<file path="src/rtl/led_blink_arbiter.sv">
// led_blink_arbiter
//   Lets up to NREQ requesters share one status LED. Each requester asks for
//   a burst of blinks. Requesters are granted one at a time in round-robin
//   order. The granted burst then runs the LED through timed on/off phases.
//
//   Optional feature macro: BLINK_ARB_GAP_EN
//     defined   : each burst ends with a PHASE-cycle dark gap before done
//     undefined : the last off phase goes straight back to idle
//
//   Ports
//     clk    in   rising-edge clock
//     rst    in   synchronous, active-high reset
//     req    in   [NREQ]        level request, one bit per requester
//     count  in   [NREQ*NBITS]  blink count, requester i at [i*NBITS +: NBITS]
//     grant  out  [NREQ]        one-hot, one-cycle pulse when a burst starts
//     owner  out  [NREQ]        one-hot owner of the running burst, 0 when idle
//     busy   out                high while a burst is in progress
//     led    out                LED drive
//     done   out                one-cycle pulse when a burst completes
module led_blink_arbiter #(
  parameter int NREQ  = 4,
  parameter int NBITS = 4,
  parameter int CBITS = 12,
  parameter int PHASE = 8
) (
  input  logic                   clk,
  input  logic                   rst,
  input  logic [NREQ-1:0]        req,
  input  logic [NREQ*NBITS-1:0]  count,
  output logic [NREQ-1:0]        grant,
  output logic [NREQ-1:0]        owner,
  output logic                   busy,
  output logic                   led,
  output logic                   done
);

  localparam int unsigned NR = NREQ;
  localparam int LW = (NREQ > 1) ? $clog2(NREQ) : 1;
  localparam logic [CBITS-1:0] PH_LAST  = CBITS'(PHASE - 1);
  localparam logic [CBITS-1:0] CNT_ONE  = CBITS'(1);
  localparam logic [NBITS-1:0] REM_ONE  = NBITS'(1);
  localparam logic [LW-1:0]    LAST_RST = LW'(NREQ - 1);

  typedef enum logic [1:0] {
    S_IDLE,
    S_ON,
    S_OFF
`ifdef BLINK_ARB_GAP_EN
    , S_GAP
`endif
  } state_e;

  state_e            state_q;
  logic [CBITS-1:0]  cnt_q;
  logic [NBITS-1:0]  rem_q;
  logic [LW-1:0]     last_q;
  logic [NREQ-1:0]   grant_q;
  logic [NREQ-1:0]   owner_q;
  logic              busy_q;
  logic              led_q;
  logic              done_q;

  // Round-robin pick: requests strictly above the last grant win first;
  // if there are none, the lowest set request wraps around.
  logic [NREQ-1:0]   hi_mask;
  logic [NREQ-1:0]   req_hi;
  logic [NREQ-1:0]   src;
  logic              found;
  logic [LW-1:0]     pick_idx_d;
  logic [NREQ-1:0]   pick_oh_d;
  logic [NBITS-1:0]  pick_cnt;
  logic [NBITS-1:0]  rem_d;

  always_comb begin
    hi_mask    = '0;
    found      = 1'b0;
    pick_idx_d = '0;
    pick_oh_d  = '0;
    pick_cnt   = '0;
    for (int unsigned i = 0; i < NR; i++) begin
      hi_mask[i] = (i[LW-1:0] > last_q);
    end
    req_hi = req & hi_mask;
    src    = (req_hi != '0) ? req_hi : req;
    for (int unsigned i = 0; i < NR; i++) begin
      if (!found && src[i]) begin
        found        = 1'b1;
        pick_idx_d   = i[LW-1:0];
        pick_oh_d[i] = 1'b1;
        pick_cnt     = count[i*NBITS +: NBITS];
      end
    end
    // A zero count still gives one blink.
    rem_d = (pick_cnt == '0) ? REM_ONE : pick_cnt;
  end

  always_ff @(posedge clk) begin
    if (rst) begin
      state_q <= S_IDLE;
      cnt_q   <= '0;
      rem_q   <= '0;
      last_q  <= LAST_RST;
      grant_q <= '0;
      owner_q <= '0;
      busy_q  <= 1'b0;
      led_q   <= 1'b0;
      done_q  <= 1'b0;
    end else begin
      grant_q <= '0;
      done_q  <= 1'b0;
      case (state_q)
        S_IDLE: begin
          if (req != '0) begin
            last_q  <= pick_idx_d;
            owner_q <= pick_oh_d;
            grant_q <= pick_oh_d;
            rem_q   <= rem_d;
            cnt_q   <= '0;
            led_q   <= 1'b1;
            busy_q  <= 1'b1;
            state_q <= S_ON;
          end
        end
        S_ON: begin
          if (cnt_q == PH_LAST) begin
            cnt_q   <= '0;
            led_q   <= 1'b0;
            state_q <= S_OFF;
          end else begin
            cnt_q <= cnt_q + CNT_ONE;
          end
        end
        S_OFF: begin
          if (cnt_q == PH_LAST) begin
            cnt_q <= '0;
            rem_q <= rem_q - REM_ONE;
            // rem_q == 1 here means the decremented value is zero.
            if (rem_q != REM_ONE) begin
              led_q   <= 1'b1;
              state_q <= S_ON;
            end else begin
`ifdef BLINK_ARB_GAP_EN
              state_q <= S_GAP;
`else
              state_q <= S_IDLE;
              done_q  <= 1'b1;
              busy_q  <= 1'b0;
              owner_q <= '0;
`endif
            end
          end else begin
            cnt_q <= cnt_q + CNT_ONE;
          end
        end
`ifdef BLINK_ARB_GAP_EN
        S_GAP: begin
          if (cnt_q == PH_LAST) begin
            cnt_q   <= '0;
            state_q <= S_IDLE;
            done_q  <= 1'b1;
            busy_q  <= 1'b0;
            owner_q <= '0;
          end else begin
            cnt_q <= cnt_q + CNT_ONE;
          end
        end
`endif
        default: begin
          state_q <= S_IDLE;
        end
      endcase
    end
  end

  assign grant = grant_q;
  assign owner = owner_q;
  assign busy  = busy_q;
  assign led   = led_q;
  assign done  = done_q;

endmodule
</file>
<file path="config.mk">
export PLATFORM = sky130hd
export DESIGN_NAME = led_blink_arbiter
export DESIGN_NICKNAME = d
export VERILOG_FILES = /design/src/rtl/led_blink_arbiter.sv
export SDC_FILE = /design/constraint.sdc
export NUM_CORES = 1
export LEC_CHECK = 0
export ABC_AREA = 1
export CAP_MARGIN = 25
export CORE_ASPECT_RATIO = 1.75
export CORE_UTILIZATION = 52
export DETAILED_ROUTE_END_ITERATION = 10
export MAX_ROUTING_LAYER = met4
export PLACE_DENSITY = 0.79
export SYNTH_ARGS = -nofsm -noshare
export SYNTH_HDL_FRONTEND = slang
export SYNTH_SLANG_ARGS = --single-unit
</file>
<file path="constraint.sdc">
create_clock -name clk -period 2.6 [get_ports clk]
set_clock_uncertainty 0.2 [all_clocks]
set_input_delay 0.52 -clock clk [delete_from_list [all_inputs] [get_ports clk]]
set_output_delay 0.52 -clock clk [all_outputs]
set_load 0.02 [all_outputs]
</file>
==> impl_metrics.csv <==
group,metric,value,unit
outcome,status,"completed",
clock_tree,post-cts-setup-buffers,0,
global_routing,antenna_found_initial,0,
setup_path,path_cells,"clkdlybuf4s50_1, inv_1, nand3_2, nand2_2, o21ai_2, nand4_1, or2_1, o21ai_0, a21oi_1",
layout,fillers,315,
clock_tree,cts_made_buffers,5,
layout,layout-drive-gt1-share,0.113,
min_path,min_from,"owner[3]",
placed_design,dp.cells,338,
yosys,synthCells,261,
setup_path,cp-end-kind,"flop",
power_and_ir_drop,netSwitchingPower,921,uW
floorplanning,fp.coreArea,0.00336,mm2
yosys,avgSynthCellArea,7.01,um2
routing,vias,1819,
setup_path,cp.arrival,2.18,ns
layout,antenna_cells,0,
yosys,synth_cell_types,34,
power_and_ir_drop,peakVddDrop,592,uV
setup_path,startpoint,"req[1]",
timing,fmax,454,MHz
routing,detail_route.wl_per_cell,13.2,um
placed_design,placed_area,0.00221,mm2
timing,worstMarginPinSlew,0.364,ns
setup_path,critical_path.top_delay_family,"simple AND/OR/NAND/NOR gates",
timing,setup_ws,0.398,ns
clock_tree,cts_hold_buf,0,
timing,period_needed,2.20,ns
power_and_ir_drop,cellPowerDensity,919,mW/mm2
setup_path,critical_path_class,"primary input to flop",
layout,syn_to_final_growth,26.3,%
setup_path,crit_path_max_fanout,7,
routing,drcViolationCount,0,
placed_design,gp_congestion,0.888,
yosys,synth_seq_cells,31,
power_and_ir_drop,pwr-share-comb,0.500,
floorplanning,rows,28,
clock_tree,cts_tree,"built",
timing,setup_viol,0,
routing,drt_iter0_markers,45,
setup_path,worst_r2r_startpoint,"state_q[0]",
placed_design,hpwl,3580,um
clock_tree,h-tree-depth,2,
yosys,synth.area.top_cells,"dfxtp_1 (34%), nand2_1 (11%), inv_1 (7.4%), a21oi_1 (6.3%), nand3_1 (5.7%)",
floorplanning,initial_core_util,0.544,
placed_design,dp_worst_setup_slack,0.126,ns
power_and_ir_drop,pwr-share-seq,0.302,
timing,hold_viol_final,0,
power_and_ir_drop,p_leak,0.000968,uW
setup_path,cp_slowest_stage_delay,0.53,ns
layout,final_nets,330,
timing,tns,0,ns
timing,drv_slew,0,
setup_path,worstSetupStartpointType,"primary input",
clock_tree,clock_sinks,31,
setup_path,reg2reg_slack,0.42,ns
clock_tree,cts-resized-gates,0,
clock_tree,cts_root_buf,"clkbuf_8",
yosys,yosys.cell_count.top_type,"nand2_1",
global_routing,gr-total-overflow,0,
yosys,ys_warn_count,0,
timing,slew_headroom,0.757,
clock_tree,insertion_delay,0.28,ns
floorplanning,die-area,0.00377,mm2
setup_path,cp_num_buf_inv,2,
global_routing,grt_pass1_wl,7490,um
power_and_ir_drop,switching_share,0.434,
layout,finalNonFillerCells,346,
yosys,ys.flop_type,"dfxtp_1",
global_routing,grt_usage,0.284,
placed_design,portBuffers,32,
floorplanning,die_w,46.8,um
floorplanning,die_h,80.5,um
yosys,synth_top_area_frac,0.339,
timing,rsz0062_at_grt,"no",
routing,antenna_left,0,
floorplanning,ios,33,
yosys,synth_area,0.00183,mm2
layout,finalInstanceArea,0.00231,mm2
clock_tree,clk_pin_slew,0.06,ns
min_path,min_path_type,"flop to flop",
power_and_ir_drop,internal-power,1200,uW
yosys,syn_nets,291,
flow_run,drv_cap,0,
setup_path,required,2.57,ns
routing,dr.pass1.iters,4,
clock_tree,clock_path_buffers,2,
yosys,synth_edf_count,0,
routing,via_per_inst,5.26,
yosys,seq_area_frac_synth,0.339,
setup_path,crit_slowest_cell,"clkdlybuf4s50_1",
global_routing,grt_pass1_vias,1794,
yosys,synth_commonest_cells,"nand2_1 (56), inv_1 (36), dfxtp_1 (31)",
routing,wl,4560,um
timing,min_period_over_period,0.847,
yosys,ys_async_sr_fraction,0,
power_and_ir_drop,p_clk_frac,0.198,
global_routing,grt_max_degree,12,
yosys,yosys.area.top_type,"dfxtp_1",
sequential cells by signal, indices dropped and copies added, names as in the netlist:
register	count
cnt_q	12
grant	4
owner	4
rem_q	4
last_q	2
state_q	2
busy	1
done	1
led	1
worst paths after layout:
| path | endpoint | cells past startpoint |
|---|---|---|
| setup reg to reg | cnt_q[7] | 8 |
| setup / recovery | cnt_q[7] | 9 |
| hold / removal | owner[3] | 2 |
| hold reg to reg | owner[3] | 2 |
worst reg2reg max path: cells and delay by family (launching register included):
family	cells	cell delay, ns
DFF	1	0.39
and+or+nand+nor	2	0.49
adders and majority gates	1	0.30
AOI/OAI and AO/OA	3	0.56
buffers and inverters	2	0.15
power by group through the flow:
stage,Clock [uW],Sequential (uW),Combinational [uW]
global route,447,656,1190
finish,421,641,1060
floorplan,0,685,737
global placement,0,649,1030
detailed placement,0,651,1050
CTS,429,641,1060
layout by cell type (no fill, tap or decap), types with 2 or more instances in the layout:
cell type and instances:
nor3_1 2, a21oi_2 3, xor2_1 2, inv_2 3, o21ai_1 3, nand4_1 5
clkbuf_8 7, buf_4 2, o211ai_1 2, clkdlybuf4s50_1 32, inv_1 36, dfxtp_1 31
o21ai_0 12, a31oi_1 2, nand3_1 21, nor4_1 3, nand2_1 56, a211oi_1 2
a21oi_1 23, nor2_1 23, ha_1 8, nand2_4 4, nand2_2 6
layout make-up:
cell class              count  area, um2  area share
clock buffers               8        100      0.0433
inverters                  40        151      0.0655
multi-input cells         188       1050       0.453
flip-flops and latches     31        621       0.269
well taps                  45       56.3      0.0244
repair buffers             34        335       0.145
stage by stage:
| stage | utilization | hold slack (ns) | power (uW) |
|---|---|---|---|
| 2_1_floorplan | - | 0.244 | 1420 |
| 3_3_place_gp | 0.657 | 0.246 | 1680 |
| 3_5_place_dp | 0.657 | 0.254 | 1700 |
| 4_1_cts | 0.687 | 0.265 | 2130 |
| 5_1_grt | 0.687 | 0.285 | 2290 |
| 6_report | 0.687 | 0.266 | 2120 |
layer usage:
metal,share of wire,GRT usage,vias to the layer above
li1,-,-,933
met1,0.36,0.264,814
met2,0.54,0.492,48
met3,0.050,0.0562,24
met4,0.052,0.189,0
met5,0,-,-
cells by family (layout without fill, tap and decap cells):
logic type / after synthesis / in the layout / share of synthesized area
and+or+nand+nor: 128 / 128 / 0.347
AOI/OAI and AO/OA: 50 / 50 / 0.161
buffers and inverters: 42 / 82 / 0.0889
DFF: 31 / 31 / 0.339
adders and majority gates: 8 / 8 / 0.0547
xor gates and xnor gates: 2 / 2 / 0.00958
Note: power is estimated with default switching activity, not from simulation.
